$ cat src/rtl/shift_add_multiplier.sv
// shift_add_multiplier: iterative RV32M multiply unit (MUL, MULH, MULHSU, MULHU).
//
// The operands are converted to unsigned magnitudes and latched on the accept edge.
// Over 32 CALC cycles, each set multiplier bit adds the shifted multiplicand to a
// 64-bit accumulator. The shifted multiplicand comes from shift_expander.
// One FIXUP cycle then applies the sign and selects the requested product word.
//
// Ports:
//   clk        rising-edge clock
//   rst_n      asynchronous active-low reset
//   flush      synchronous abort of any in-flight operation
//   in_valid   op/rs1/rs2 are valid
//   in_ready   unit can accept an operation (IDLE only)
//   op         00 MUL, 01 MULH, 10 MULHSU, 11 MULHU
//   rs1        multiplicand (a)
//   rs2        multiplier (b)
//   out_valid  result is valid (DONE only)
//   out_ready  consumer takes the result
//   result     selected 32-bit product word

// shift_expander: zero-extends a 32-bit value to 64 bits and shifts it left.
//   input_a      32-bit value
//   shift_index  left shift amount, 0..63
//   output_b     64-bit shifted value
module shift_expander (
  input  logic [31:0] input_a,
  input  logic [5:0]  shift_index,
  output logic [63:0] output_b
);

  assign output_b = {32'h0, input_a} << shift_index;

endmodule

module shift_add_multiplier #(
  parameter int XLEN = 32
) (
  input  logic            clk,
  input  logic            rst_n,
  input  logic            flush,
  input  logic            in_valid,
  output logic            in_ready,
  input  logic [1:0]      op,
  input  logic [XLEN-1:0] rs1,
  input  logic [XLEN-1:0] rs2,
  output logic            out_valid,
  input  logic            out_ready,
  output logic [XLEN-1:0] result
);

  localparam logic [1:0] OP_MUL    = 2'b00;
  localparam logic [1:0] OP_MULH   = 2'b01;
  localparam logic [1:0] OP_MULHSU = 2'b10;

  typedef enum logic [1:0] {
    IDLE  = 2'd0,
    CALC  = 2'd1,
    FIXUP = 2'd2,
    DONE  = 2'd3
  } state_t;

  state_t state, next_state;

  logic [XLEN-1:0]   mag_a;
  logic [XLEN-1:0]   mag_b;
  logic [1:0]        op_q;
  logic              sign_q;
  logic [2*XLEN-1:0] acc;
  logic [4:0]        counter;

  logic              accept;
  logic              neg_a;
  logic              neg_b;
  logic [XLEN-1:0]   abs_a;
  logic [XLEN-1:0]   abs_b;
  logic [2*XLEN-1:0] shifted_a;
  logic [2*XLEN-1:0] signed_p;

  shift_expander u_shift_expander (
    .input_a     (mag_a),
    .shift_index ({1'b0, counter}),
    .output_b    (shifted_a)
  );

  // Only the signed operand kinds contribute a sign.
  // A magnitude of 0x80000000 is still correct when read as unsigned.
  assign neg_a = rs1[XLEN-1] && (op == OP_MULH || op == OP_MULHSU);
  assign neg_b = rs2[XLEN-1] && (op == OP_MULH);
  assign abs_a = neg_a ? (~rs1 + 1'b1) : rs1;
  assign abs_b = neg_b ? (~rs2 + 1'b1) : rs2;

  assign signed_p = sign_q ? (~acc + 1'b1) : acc;

  always_ff @(posedge clk or negedge rst_n) begin
    if (!rst_n) state <= IDLE;
    else        state <= next_state;
  end

  always_comb begin
    next_state = state;
    in_ready   = 1'b0;
    out_valid  = 1'b0;
    accept     = 1'b0;
    case (state)
      IDLE: begin
        in_ready = 1'b1;
        if (in_valid && !flush) begin
          accept     = 1'b1;
          next_state = CALC;
        end
      end
      CALC: begin
        if (counter == 5'd31) next_state = FIXUP;
      end
      FIXUP: begin
        next_state = DONE;
      end
      DONE: begin
        out_valid = 1'b1;
        if (out_ready) next_state = IDLE;
      end
      default: next_state = IDLE;
    endcase
    // Flush overrides every transition, including a handshake in DONE.
    if (flush) next_state = IDLE;
  end

  always_ff @(posedge clk or negedge rst_n) begin
    if (!rst_n) begin
      mag_a   <= '0;
      mag_b   <= '0;
      op_q    <= '0;
      sign_q  <= 1'b0;
      acc     <= '0;
      counter <= '0;
      result  <= '0;
    end else if (accept) begin
      mag_a   <= abs_a;
      mag_b   <= abs_b;
      op_q    <= op;
      sign_q  <= neg_a ^ neg_b;
      acc     <= '0;
      counter <= '0;
    end else if (!flush) begin
      if (state == CALC) begin
        if (mag_b[counter]) acc <= acc + shifted_a;
        counter <= counter + 5'd1;
      end else if (state == FIXUP) begin
        result <= (op_q == OP_MUL) ? signed_p[XLEN-1:0] : signed_p[2*XLEN-1:XLEN];
      end
    end
  end

endmodule
$ cat config.mk
export PLATFORM = sky130hd
export DESIGN_NAME = shift_add_multiplier
export DESIGN_NICKNAME = d
export VERILOG_FILES = /design/src/rtl/shift_add_multiplier.sv
export SDC_FILE = /design/constraint.sdc
export NUM_CORES = 1
export LEC_CHECK = 0
export BUFFER_PORTS_ARGS = -buffer_cell sky130_fd_sc_hd__buf_4
export CAP_MARGIN = 10
export CORE_UTILIZATION = 45
export DETAILED_ROUTE_END_ITERATION = 12
export PLACE_DENSITY = 0.73
export SYNTH_ARGS = -nofsm -noshare
export SYNTH_HDL_FRONTEND = slang
export SYNTH_SLANG_ARGS = --single-unit
$ cat constraint.sdc
create_clock -name clk -period 6.77 [get_ports clk]
set_input_delay 0.3385 -clock clk [delete_from_list [all_inputs] [get_ports clk]]
set_output_delay 0.3385 -clock clk [all_outputs]
set_load 0.1 [all_outputs]
# After elaboration in Yosys (flattened, before gate mapping)
# Index checks and enable logic that the tools add are counted.
totals:
  regBits: 170
  out_inout_bits: 34
classes:
  n_addsub: 5
  n_lt_le_gt_ge: 1
  n_eq_ne: 10
  shifts: 1
  muxes: 22
  bitwise: 7
  n_reduce_logical: 13
op_table:
  columns: ["cell", "n"]
  rows:
  - ["2-to-1 mux 64 bit", 5]
  - ["2-to-1 mux 32 bit", 3]
  - ["adder 32 x 1 -> 32 bit (second input constant)", 2]
  - ["adder 64 x 1 -> 64 bit (second input constant)", 1]
  - ["adder 64 bit", 1]
  - ["inverter 32 bit", 2]
  - ["inverter 64 bit", 1]
  - ["<< shifter 32 x 5 -> 64 bit", 1]
  - ["2-to-1 mux 5 bit", 3]
  - ["inequality test 3 bit (second input constant)", 3]
  - ["2-to-1 mux 2 bit", 4]
  - ["one-hot mux 2 bit (4 select lines)", 1]
  - ["== test 2 bit (second input constant)", 3]
  - ["< comparator 5 x 6 -> 1 bit (second input constant)", 1]
  - ["AND reduction 3 bit", 2]
  - ["adder 5 x 1 -> 5 bit (second input constant)", 1]
  - ["binary-select mux 1 bit (select 5 bit)", 1]
  - ["== test 5 bit (second input constant)", 1]
  - ["2-to-1 mux 1 bit", 5]
  - ["== test 2 x 1 -> 1 bit (second input constant)", 2]
  - ["logical NOT 2 bit", 2]
  - ["AND reduction 4 bit", 1]
  - ["nonzero test 2 bit", 2]
  - ["logical AND 1 bit", 3]
  - ["other kinds (6)", 8]

# Longest topological paths before layout
depth:
  ltp_word: 6
  mapped_depth: 22
  depth_no_buf: 19

# By module
# A second synthesis with hierarchy kept.
hier_totals:
  cells_unflattened: 1954
  hier_area_um2: 16064.2
by_module_without_submodules:
  columns: ["mod", "n_inst", "cells_each", "area_each_um2"]
  rows:
  - ["shift_add_multiplier", 1, 1631, 13260.2]
  - ["shift_expander", 1, 323, 2803.9]

# Worst setup path after synthesis
# Ideal clock, no wire load.
synth_timing:
  kind: "register to register"
  start: "register counter[0]"
  end: "register acc[57]"
  setup_ns: 0.133
  arrival_time_ns: 5.197
  required_ns: 6.637
  slack_ns: 1.440
  path_stages_with_launch: 21
  n_path_buf: 5
  synth_period_minus_slack_ns: 5.330
  path_cell_list: "dfrtp_1 -> clkbuf_1 -> buf_2 -> buf_1 -> clkbuf_1 -> mux2i_1 -> a21oi_1 -> a21oi_1 -> mux2_2 -> o22ai_1 -> ha_1 -> clkbuf_1 -> a21o_1 -> o21bai_1 -> a2111oi_0 -> o41ai_1 -> a2111oi_0 -> nor2_1 -> a311oi_1 -> xor2_1 -> o21ai_0"
synth_between:
  elab_chain_len: 6
  word_cells_on_any_way: 10
  classes_between: "add/sub (1); shift (1); mux (6); reduce/logical (2)"
synth_lines:
  columns: ["element", "line_no", "source"]
  rows:
  - ["start, declared", "69", "logic [4:0] counter;"]
  - ["start signal, assigned", "147", "counter <= counter + 5'd1;"]
  - ["<< shifter 32 x 5 -> 64 bit", "31", "assign output_b = {32'h0, input_a} << shift_index;"]
  - ["adder 64 bit", "146", "if (mag_b[counter]) acc <= acc + shifted_a;"]
  - ["2-to-1 mux 64 bit", "146", null]
  - ["2-to-1 mux 64 bit", "145", "if (state == CALC) begin"]
  - ["2-to-1 mux 64 bit", "144", "end else if (!flush) begin"]
  - ["2-to-1 mux 64 bit", "137", "end else if (accept) begin"]
  - ["end signal, assigned", "146", null]
  - ["end, declared", "68", "logic [2*XLEN-1:0] acc;"]
# Several ways; a longest one is shown, not always the timed one. The select of a mux whose other input is x is not followed.
# A chain may end at the register's enable or synchronous reset.

# Final worst setup path
# Same ends and word-level chain as after synthesis.

==> out/results.ini <==
[outcome]
status = finished with violations
violations = hold timing

[power]
finalPower_mw = 8.873
ir_worst_vdd_mv = 0.3025
p_per_area_nw_per_um2 = 530.6
leakage_nw = 7.089

[floorplanning]
pin_count = 105
core.rowCount = 66
initial_core_util = 0.4602
die_w_um = 185.1
core_area_um2 = 32780
die_h_um = 185.1
dieArea_um2 = 34260

[job]
drv_cap = 0

[layout]
mostFrequentLayoutCells = nand2_1 (289), o21ai_0 (238), dfrtp_1 (167)
final_common_cell = nand2_1
nets = 2079
fin_cells = 2389
syn2layout_area_growth_pct = 10.84
fillers = 3145
drive_gt1_frac = 0.1197
diodes = 0

[hold_path]
hp-class = in -> async

[worst_setup_path]
r2r_start = counter[0]
path_class = reg -> reg
critPathRequiredTime_ns = 7.08
r2r_cells = 17
cpLargestDelayFamily = compound AO/OA/AOI/OAI gates
startpoint = counter[0]
cp.arrival_ns = 5.90
path_cells = mux2i_1 > nor2_1 > a31oi_1 > nor2_1 > a21oi_1 > mux2i_1 > and2_1 > ha_1 > a21oi_1 > o21bai_1 > a2111oi_0 > o41ai_1 > a2111oi_0 > nor2_1 > a311oi_1 > xor2_1 > o21ai_0
critPathSlowestCell = dfrtp_2
critPathBufInv = 0
r2r_slack_ns = 1.18
start_kind = flip-flop
path_depth = 17
crit_path_frequent_cell = nor2_1
critical_path_peak_fanout = 37
r2r-end = acc[57]
crit_end = acc[57]
end_kind = flip-flop
slowest_delay_ns = 0.95

[synthesis]
yosys_warnings = 0
synth.net_count = 2051
synthCells = 1906
avgSynthCellArea_um2 = 7.916
netlist-cell-type-count = 77
synth_edf_count = 0
synthArstFlopShare = 1.000
ys.flop_type = dfrtp_1
seq_area_frac_synth = 0.2820
syn_area_um2 = 15090
synth_seq_cells = 170

[sta]
relSlewSlack = 0.1702
grt_setup_unrepaired = false
drv_slew = 0
skew_ns = 0.01281
setup_tns_ns = 0
hold-worst-slack_ns = -0.02374
fin_crit_ns = 5.591
tightest_slew_ns = 1.240
post-route-period-util = 0.8259
max_freq_ghz = 0.1789
setup_viol = 0
hold_viol_final = 19

[place]
io_buffers = 104
dp.cells = 2357
finalWeightedCongestion = 0.9477
dpl.hpwl_um = 35750

[clock_network]
cts_sinks = 170
numCtsBuffers = 17
hold_buffers = 0
htreeDepth = 4
cts_tree = yes
clock_path_buffers = 2
postCtsResizedCells = 0
clk_pin_slew_ns = 0.08
post-cts-setup-buffer-count = 0
clock_latency_ns = 0.45
cts_root_buf = clkbuf_16

[global_route]
overflow = 0
grt_pass1_wl_um = 72680
grt_usage = 0.2726
antenna_found_initial = 0
grt_pass1_vias = 13408
grt_max_degree = 131

[routing]
via_count = 14142
firstDrtPassIters = 5
wirelength_um = 45440
ant_nets = 0
drt-initial-drc-count = 1200
drc = 0
wire_per_inst_um = 19.02
viasPerCell = 5.920

## per-layer routing
metal / up-vias / track usage / part of all wire
met5: - / 0 / 0
li1: 6938 / - / -
met1: 6670 / 0.3783 / 0.47
met2: 460 / 0.4356 / 0.45
met3: 74 / 0.03637 / 0.057
met4: 0 / 0.09091 / 0.029
## stage by stage
stage	setup WS (ns)	instance area (um^2)	utilization	hold WS (ns)
5_1_grt	0.5304	16720	0.5101	0.05247
3_5_place_dp	1.203	16150	0.4925	0.4651
3_3_place_gp	0.9979	16140	0.4924	0.4573
6_report	1.179	16720	0.5101	-0.02374
2_1_floorplan	1.440	15090	-	0.04291
4_1_cts	1.216	16720	0.5101	0.01603
## flip-flops by register name, indices dropped and copies added (netlist names)
register,cells
acc,64
mag_a,32
mag_b,32
result,32
counter,5
op_q,2
state,2
sign_q,1
## where the power goes
part | internal (mW) | switching, mW | leakage (nW)
sequential | 1.40 | 0.504 | 2.21
combinational | 2.11 | 3.88 | 4.60
clock | 0.491 | 0.493 | 0.278
total | 4.00 | 4.87 | 7.09
## layout make-up
type	count	area, um^2	share of cell area
multi-input cells	1581	10260	0.6135
repair buffers	119	907.1	0.05425
clock inverters	15	150.1	0.008979
flip-flops and latches	170	4258	0.2546
well taps	442	553.0	0.03307
clock buffers	17	425.4	0.02544
inverters	45	168.9	0.01010
## cell families after synthesis
| family | after synthesis | synth area share |
|---|---|---|
| adders and majority gates | 74 | 0.06187 |
| DFF | 170 | 0.2820 |
| muxes | 88 | 0.08343 |
| AOI/OAI and AO/OA | 590 | 0.2331 |
| xor gates and xnor gates | 168 | 0.09753 |
| buffers and inverters | 155 | 0.03914 |
| and+or+nand+nor | 661 | 0.2029 |
## Yosys cell counts (14+ instances only)
cell      count  share of area
inv_1        45          0.011
mux2i_1      38          0.025
nand2_1     289          0.072
nand2b_1     14         0.0058
a21oi_1     157          0.052
a21o_1       27          0.013
xnor2_1      90          0.052
ha_1         73          0.061
nand3_1      28         0.0093
mux2_2       22          0.016
o21ai_0     239          0.079
or4_1        16         0.0080
and2_1       17         0.0070
nor3_1       36          0.012
o31ai_1      27          0.013
clkbuf_1     98          0.024
nand4_1      22         0.0091
o22ai_1      18         0.0075
or3_1        21         0.0087
o41ai_1      16         0.0093
mux4_2       28          0.042
nor2_1      145          0.036
xor2_1       78          0.045
dfrtp_1     170           0.28
and3_1       16         0.0066
## worst min path at each step
stage / from / endpoint / cells after the start
after floorplan: rst_n / acc[0] / 0
after global placement: mag_b[0] / mag_b[0] / 2
after detailed placement: result[6] / result[6] / 2
after CTS: rst_n / acc[6] / 1
after global routing: rst_n / acc[9] / 1
final: rst_n / acc[6] / 1
(Power assumes the default switching activity.)
